### config.mk
export PLATFORM = sky130hd
export DESIGN_NAME = blinky_pwm_reg
export DESIGN_NICKNAME = d
export VERILOG_FILES = /design/src/rtl/blinky_pwm_reg.sv
export SDC_FILE = /design/constraint.sdc
export NUM_CORES = 1
export LEC_CHECK = 0
export ABC_CLOCK_PERIOD_IN_PS = 5100
export BUFFER_PORTS_ARGS = -buffer_cell sky130_fd_sc_hd__buf_2
export CORE_MARGIN = 2
export CORE_UTILIZATION = 50
export CTS_CLUSTER_DIAMETER = 40
export DETAILED_ROUTE_END_ITERATION = 12
export HOLD_SLACK_MARGIN = 0.15
export PLACE_DENSITY_LB_ADDON = 0.08
export SETUP_SLACK_MARGIN = 0.2
export SYNTH_ARGS = -nofsm -noshare
export SYNTH_HDL_FRONTEND = slang
export SYNTH_SLANG_ARGS = --single-unit
### constraint.sdc
create_clock -name clk -period 5.1 [get_ports clk]
set_input_delay 1.02 -clock clk [delete_from_list [all_inputs] [get_ports clk]]
set_output_delay 1.02 -clock clk [all_outputs]
set_load 0.01 [all_outputs]
### src/rtl/blinky_pwm_reg.sv
// rtl/blinky_pwm_reg.sv - AXI-Lite register block driving NUM_CH PWM LED channels
// Each channel has its own period/duty; CTRL gates the channels.
module blinky_pwm_reg #(
  parameter int CLK_FREQ = 100_000_000,
  parameter int NUM_CH   = 4
) (
  input  logic              clk,
  input  logic              rst_n,
  output logic [NUM_CH-1:0] led,
  input  logic [7:0]        s_axil_awaddr,
  input  logic              s_axil_awvalid,
  output logic              s_axil_awready,
  input  logic [31:0]       s_axil_wdata,
  input  logic [3:0]        s_axil_wstrb,
  input  logic              s_axil_wvalid,
  output logic              s_axil_wready,
  output logic [1:0]        s_axil_bresp,
  output logic              s_axil_bvalid,
  input  logic              s_axil_bready,
  input  logic [7:0]        s_axil_araddr,
  input  logic              s_axil_arvalid,
  output logic              s_axil_arready,
  output logic [31:0]       s_axil_rdata,
  output logic [1:0]        s_axil_rresp,
  output logic              s_axil_rvalid,
  input  logic              s_axil_rready
);

  localparam logic [31:0] VERSION    = 32'd2;
  localparam logic [31:0] RST_PERIOD = 32'(CLK_FREQ);
  localparam logic [31:0] RST_DUTY   = 32'(CLK_FREQ / 2);
  localparam logic [1:0]  RESP_OKAY  = 2'b00;
  localparam logic [1:0]  RESP_SLV   = 2'b10;
  localparam logic [1:0]  RESP_DEC   = 2'b11;

  logic [NUM_CH-1:0] en_q, en_d;
  logic [NUM_CH-1:0] led_q, led_d;
  logic [31:0]       period_q [NUM_CH];
  logic [31:0]       period_d [NUM_CH];
  logic [31:0]       duty_q   [NUM_CH];
  logic [31:0]       duty_d   [NUM_CH];
  logic [31:0]       cnt_q    [NUM_CH];
  logic [31:0]       cnt_d    [NUM_CH];

  logic              wr_ready_q, wr_ready_d;
  logic              bvalid_q, bvalid_d;
  logic [1:0]        bresp_q, bresp_d;
  logic              arready_q, arready_d;
  logic              rvalid_q, rvalid_d;
  logic [31:0]       rdata_q, rdata_d;
  logic [1:0]        rresp_q, rresp_d;

  logic              wr_fire, rd_fire;
  logic              wr_ctrl, wr_ro;
  logic [NUM_CH-1:0] wr_per, wr_dut;
  logic              wr_rw;
  logic [31:0]       ctrl_merged;
  logic [31:0]       rd_data_c;
  logic [1:0]        rd_resp_c;

  function automatic logic [31:0] strb_merge(input logic [31:0] old_v,
                                             input logic [31:0] new_v,
                                             input logic [3:0]  strb);
    logic [31:0] r;
    r = old_v;
    for (int b = 0; b < 4; b++) begin
      if (strb[b]) r[8*b +: 8] = new_v[8*b +: 8];
    end
    return r;
  endfunction

  assign wr_fire = wr_ready_q && s_axil_awvalid && s_axil_wvalid;
  assign rd_fire = arready_q && s_axil_arvalid;

  always_comb begin
    wr_ctrl = (s_axil_awaddr == 8'h00);
    wr_ro   = (s_axil_awaddr >= 8'h01) && (s_axil_awaddr <= 8'h03);
    wr_per  = '0;
    wr_dut  = '0;
    for (int n = 0; n < NUM_CH; n++) begin
      if (s_axil_awaddr == 8'(8'h10 + n)) wr_per[n] = 1'b1;
      if (s_axil_awaddr == 8'(8'h20 + n)) wr_dut[n] = 1'b1;
    end
    wr_rw = wr_ctrl || (|wr_per) || (|wr_dut);
  end

  // Read mux sees only the current state, so a same-cycle write is not visible.
  always_comb begin
    rd_data_c = 32'd0;
    rd_resp_c = RESP_DEC;
    case (s_axil_araddr)
      8'h00: begin rd_data_c = 32'(en_q);   rd_resp_c = RESP_OKAY; end
      8'h01: begin rd_data_c = VERSION;     rd_resp_c = RESP_OKAY; end
      8'h02: begin rd_data_c = RST_PERIOD;  rd_resp_c = RESP_OKAY; end
      8'h03: begin rd_data_c = 32'(NUM_CH); rd_resp_c = RESP_OKAY; end
      default: begin
        for (int n = 0; n < NUM_CH; n++) begin
          if (s_axil_araddr == 8'(8'h10 + n)) begin
            rd_data_c = period_q[n];
            rd_resp_c = RESP_OKAY;
          end
          if (s_axil_araddr == 8'(8'h20 + n)) begin
            rd_data_c = duty_q[n];
            rd_resp_c = RESP_OKAY;
          end
        end
      end
    endcase
  end

  always_comb begin
    ctrl_merged = strb_merge(32'(en_q), s_axil_wdata, s_axil_wstrb);
    en_d = en_q;
    if (wr_fire && wr_ctrl) en_d = ctrl_merged[NUM_CH-1:0];

    for (int n = 0; n < NUM_CH; n++) begin
      period_d[n] = period_q[n];
      duty_d[n]   = duty_q[n];
      if (wr_fire && wr_per[n])
        period_d[n] = strb_merge(period_q[n], s_axil_wdata, s_axil_wstrb);
      if (wr_fire && wr_dut[n])
        duty_d[n] = strb_merge(duty_q[n], s_axil_wdata, s_axil_wstrb);

      // Wrap on >= rather than == so the counter can never run past the period.
      if (!en_q[n] || (en_d[n] && !en_q[n]) || (wr_fire && wr_per[n]) ||
          (period_q[n] <= 32'd1))
        cnt_d[n] = 32'd0;
      else if (cnt_q[n] >= period_q[n] - 32'd1)
        cnt_d[n] = 32'd0;
      else
        cnt_d[n] = cnt_q[n] + 32'd1;

      if (period_q[n] <= 32'd1)
        led_d[n] = en_q[n] && (duty_q[n] != 32'd0);
      else
        led_d[n] = en_q[n] && (cnt_q[n] < duty_q[n]);
    end
  end

  always_comb begin
    wr_ready_d = s_axil_awvalid && s_axil_wvalid && !bvalid_q && !wr_ready_q;
    bvalid_d   = bvalid_q;
    bresp_d    = bresp_q;
    if (bvalid_q && s_axil_bready) bvalid_d = 1'b0;
    if (wr_fire) begin
      bvalid_d = 1'b1;
      if (wr_rw)      bresp_d = RESP_OKAY;
      else if (wr_ro) bresp_d = RESP_SLV;
      else            bresp_d = RESP_DEC;
    end

    rvalid_d = rvalid_q;
    rdata_d  = rdata_q;
    rresp_d  = rresp_q;
    if (rvalid_q && s_axil_rready) rvalid_d = 1'b0;
    if (rd_fire) begin
      rvalid_d = 1'b1;
      rdata_d  = rd_data_c;
      rresp_d  = rd_resp_c;
    end
    arready_d = !rvalid_d;
  end

  always_ff @(posedge clk) begin
    if (!rst_n) begin
      en_q       <= '0;
      led_q      <= '0;
      wr_ready_q <= 1'b0;
      bvalid_q   <= 1'b0;
      bresp_q    <= RESP_OKAY;
      arready_q  <= 1'b0;
      rvalid_q   <= 1'b0;
      rdata_q    <= 32'd0;
      rresp_q    <= RESP_OKAY;
      for (int n = 0; n < NUM_CH; n++) begin
        period_q[n] <= RST_PERIOD;
        duty_q[n]   <= RST_DUTY;
        cnt_q[n]    <= 32'd0;
      end
    end else begin
      en_q       <= en_d;
      led_q      <= led_d;
      wr_ready_q <= wr_ready_d;
      bvalid_q   <= bvalid_d;
      bresp_q    <= bresp_d;
      arready_q  <= arready_d;
      rvalid_q   <= rvalid_d;
      rdata_q    <= rdata_d;
      rresp_q    <= rresp_d;
      for (int n = 0; n < NUM_CH; n++) begin
        period_q[n] <= period_d[n];
        duty_q[n]   <= duty_d[n];
        cnt_q[n]    <= cnt_d[n];
      end
    end
  end

  assign led            = led_q;
  assign s_axil_awready = wr_ready_q;
  assign s_axil_wready  = wr_ready_q;
  assign s_axil_bvalid  = bvalid_q;
  assign s_axil_bresp   = bresp_q;
  assign s_axil_arready = arready_q;
  assign s_axil_rvalid  = rvalid_q;
  assign s_axil_rdata   = rdata_q;
  assign s_axil_rresp   = rresp_q;

endmodule

==> impl_summary.log <==
[metrics] run status: complete, no violations
[metrics] wire length of the first global-routing pass: 161000 um
[metrics] height of the chip: around 240 um
[metrics] synthesized area per cell: roughly 7.7 um^2
[metrics] share of the yosys chip area belonging to registers: 0.319
[metrics] unrepaired setup endpoints after global routing: false
[metrics] hold wc startpoint: s_axil_rdata[11]$_SDFFE_PN0P_
[metrics] Row Count: 85
[metrics] dominant synthesized flop cell: sky130_fd_sc_hd__dfxtp_1
[metrics] count of vias placed by the detailed router: 27.3k
[metrics] reg2reg setup slack: 0.71 ns
[metrics] count of clock tree sinks: roughly 430
[metrics] number of instances in the synthesized netlist: roughly 3.5k
[metrics] area inside the core boundary: 53600 um^2
[metrics] clock slew seen by the registers of the worst setup and hold paths: about 0.060 ns
[metrics] most frequent standard cell in the layout excluding fill and tap cells: sky130_fd_sc_hd__nand2_1
[metrics] global-route total usage across every layer: 0.384
[metrics] CP peak stage delay: slightly below 0.6 ns
[metrics] required time of the critical path: about 5.6 ns
[metrics] Lkg Pwr: approximately 12 nW
[metrics] maxcap violations: 0
[metrics] Worst setup EP type: register
[metrics] htree depth: 3
[metrics] final global-route overflow total: 0
[metrics] x dimension of the die: 236 um
[metrics] Hold Slack: 0.437 ns
[metrics] number of library cell types mapped by synthesis: 73
[metrics] I/O Pins: 104
[metrics] antenna violations before repair: 4
[metrics] Vias/cell: roughly 6.3
[metrics] starting DRC count in detailed routing: 2881
[metrics] actual transition at the worst max-transition pin: around 1.2 ns
[metrics] clock tree root driver cell: sky130_fd_sc_hd__clkbuf_16
[metrics] post-route clock period utilization: 0.860
[metrics] synthesized-area fraction occupied by xor and xnor cells: 0.0775
[metrics] FF-to-FF Start: period_q[2][7]$_SDFFE_PN0P_
[metrics] crit path max-delay cell type: sky130_fd_sc_hd__or4_1
[metrics] net count of the finished layout: a little under 4k
[metrics] number of setup buffers added after CTS: 0
[metrics] critical path launch point: period_q[2][7]$_SDFFE_PN0P_
[metrics] area of the mapped netlist: about 27000 um^2
[metrics] fill count: 5048
[metrics] Tmin final: approximately 4.4 ns
[metrics] total power divided by cell area: 298 nW/um^2
[metrics] GP Congestion: between 1 and 1.5
[metrics] FMAX: around 0.23 GHz
[metrics] # port buffers: between 100 and 150
[metrics] number of flops mapped to enable cells by yosys: 0
[metrics] worst-case clock skew: around 0.039 ns
[metrics] residual antenna-violating net count after detailed routing: 0
[metrics] Longest Clk Path Bufs: 3
[metrics] count of synthesis-stage warnings from yosys: 0
[metrics] effective utilization at floorplan: 0.504
[metrics] worst hold path class: register to register
[metrics] clock tree from TritonCTS: built
[metrics] count of pins over their slew limit: 0
[metrics] wirelength, routed: 110000 um
[metrics] CTS Hold Bufs: 0
[metrics] HPWL Detailed: ~82000 um
[metrics] routed wirelength normalized by instance count: between 20 and 30 um
[metrics] post_cts resized: 0
[metrics] async set-or-reset flop fraction in the synthesized netlist: 0
[metrics] arithmetic-cell share of the synthesized area counting full adders, half adders and majority gates: 0.122
[metrics] main combinational cell family by area after synthesis: simple AND/OR/NAND/NOR gates
[metrics] maximum ir drop on the vdd rail: 0.237 mV
[metrics] reg2reg path depth: 15
[metrics] critical path startpoint category: register
[metrics] number of global-route vias before repair: about 26k
[metrics] most used cells in the layout excluding fill and tap cells: sky130_fd_sc_hd__nand2_1 (519), sky130_fd_sc_hd__dfxtp_1 (431), sky130_fd_sc_hd__nand3_1 (312), sky130_fd_sc_hd__a21oi_1 (291), sky130_fd_sc_hd__ha_1 (264)
[metrics] simple-gate share of the synthesized area: 0.256
[metrics] final number of hold-violating endpoints: 0
[metrics] Hold Crit Depth: 2
[metrics] normalized max-slew margin: 0.166
[metrics] overall power after layout: about 0.0092 W
[metrics] endpoint arrival time on the critical path: approximately 5 ns
[metrics] maximum number of pins on one net before global-route repair: about 110
[metrics] cell breakdown of the critical path: or4_1, nor3_1, nand3_1, nor4_2, nand2_1, xor2_1, ha_1, or4_1, a21oi_1, o21ai_0, o21ai_0, o21ai_0, or4_1, buf_4, nor2_1
[metrics] insertion delay to the later sink of the worst-skew pair: between 0.6 and 0.7 ns
[metrics] peak fanout along the critical path: 32
[metrics] total clock buffers created by CTS: 78
[metrics] Worst Setup Path Type: register to register
[metrics] area growth from synthesis to layout: 13.8%
[metrics] Setup violations, final: 0
[metrics] full die area: around 56000 um^2
[metrics] Seq cells post-synth: between 400 and 500
[metrics] nets in the synthesized netlist: 3834
[metrics] layout cell share with drive strength beyond 1: 0.0970
[metrics] setup total negative slack: 0 ns
[metrics] fraction of the mapped netlist area in compound gates: 0.166
[metrics] DRC violations left: 0
[metrics] portion of netlist area occupied by mux cells: 0.00741
[metrics] drt pass-1 iters: 8
## state kept, by name, summed over array words and instances, names as in the netlist
register,count
cnt_q,128
duty_q,128
period_q,128
s_axil_rdata,32
en_q,4
led,4
s_axil_bresp,2
s_axil_arready,1
s_axil_awready,1
s_axil_bvalid,1
s_axil_rresp,1
s_axil_rvalid,1
## metal layers
metal	vias up	routed length, um	GRT usage
met1	12900	44000	0.488
li1	12600	-	-
met3	372	9980	0.0690
met5	-	13	0
met2	1440	48300	0.605
met4	2	7430	0.237
## path summary, 6_finish.rpt
| path | endpoint |
|---|---|
| setup / recovery | cnt_q[2][20]$_SDFF_PP0_ |
| hold / removal | s_axil_rdata[11]$_SDFFE_PN0P_ |
| setup reg to reg | cnt_q[2][20]$_SDFF_PP0_ |
| hold reg to reg | s_axil_rdata[11]$_SDFFE_PN0P_ |
## final cells by class
cell class              count  area (um^2)  area share
multi-input cells        2723        17000       0.554
clock buffers              93         2150      0.0700
flip-flops and latches    431         8630       0.281
repair buffers            149          876      0.0285
clock inverters            53          579      0.0188
diodes                      3         7.51    0.000244
well taps                 696          871      0.0283
inverters                 161          607      0.0197
## power breakdown
group          switching (W)  internal, W
sequential        0.00000850      0.00338
clock                0.00197      0.00342
combinational       0.000306    0.0000704
## critical path: cells and delay by family, from the launching register on
family / cells / cell delay [ns]
AOI/OAI and AO/OA: 4 / 0.40
DFF: 1 / 0.36
adders and majority gates: 1 / 0.20
buffers and inverters: 1 / 0.25
xor gates and xnor gates: 1 / 0.17
and+or+nand+nor: 8 / 2.93
## cell families after synthesis
kind of cell	count (synthesis)
flops	431
fa+ha+maj	264
compound gates	736
mux	20
simple gates	1464
buf+inv	357
xor+xnor	239
## synthesized netlist by cell type, drive strengths merged, types with 5 or more instances
library cell	number	share of area
o211ai	30	0.0083
a2111oi	9	0.0029
nand4b	5	0.0016
nor2	272	0.041
nor3	82	0.015
o221ai	19	0.0062
nand2b	16	0.0037
xor2	111	0.036
and4	13	0.0042
o21ai	185	0.034
nor3b	5	0.0016
xnor2	128	0.041
or3	10	0.0023
or2	7	0.0016
a21oi	291	0.054
nand3	312	0.058
o22ai	20	0.0046
inv	161	0.022
buf	19	0.0052
or4	22	0.0064
and2	16	0.0037
a22oi	7	0.0019
ha	264	0.12
and3	31	0.0072
a211oi	29	0.0081
nor2b	9	0.0021
o21a	5	0.0014
dfxtp	431	0.32
nand3b	7	0.0019
a31oi	18	0.0042
nand4	60	0.014
a2bb2oi	5	0.0016
mux2i	20	0.0074
nand2	520	0.073
clkbuf	177	0.025
a221oi	25	0.0081
nor4	68	0.016
a221o	31	0.011
a21o	33	0.0092
## metrics by stage
| stage | setup slack [ns] | area (um^2) | util | instances |
|---|---|---|---|---|
| final | 0.713 | 30700 | 0.574 | 4309 |
| after detailed placement | 0.755 | 28000 | 0.523 | 4160 |
| after global routing | 0.341 | 30700 | 0.574 | 4307 |
| after global placement | 0.834 | 28000 | 0.523 | 4160 |
| after floorplan | 1.15 | 27000 | - | 3511 |
| after CTS | 0.749 | 30700 | 0.573 | 4306 |
Note: power is estimated with default switching activity, not from simulation.
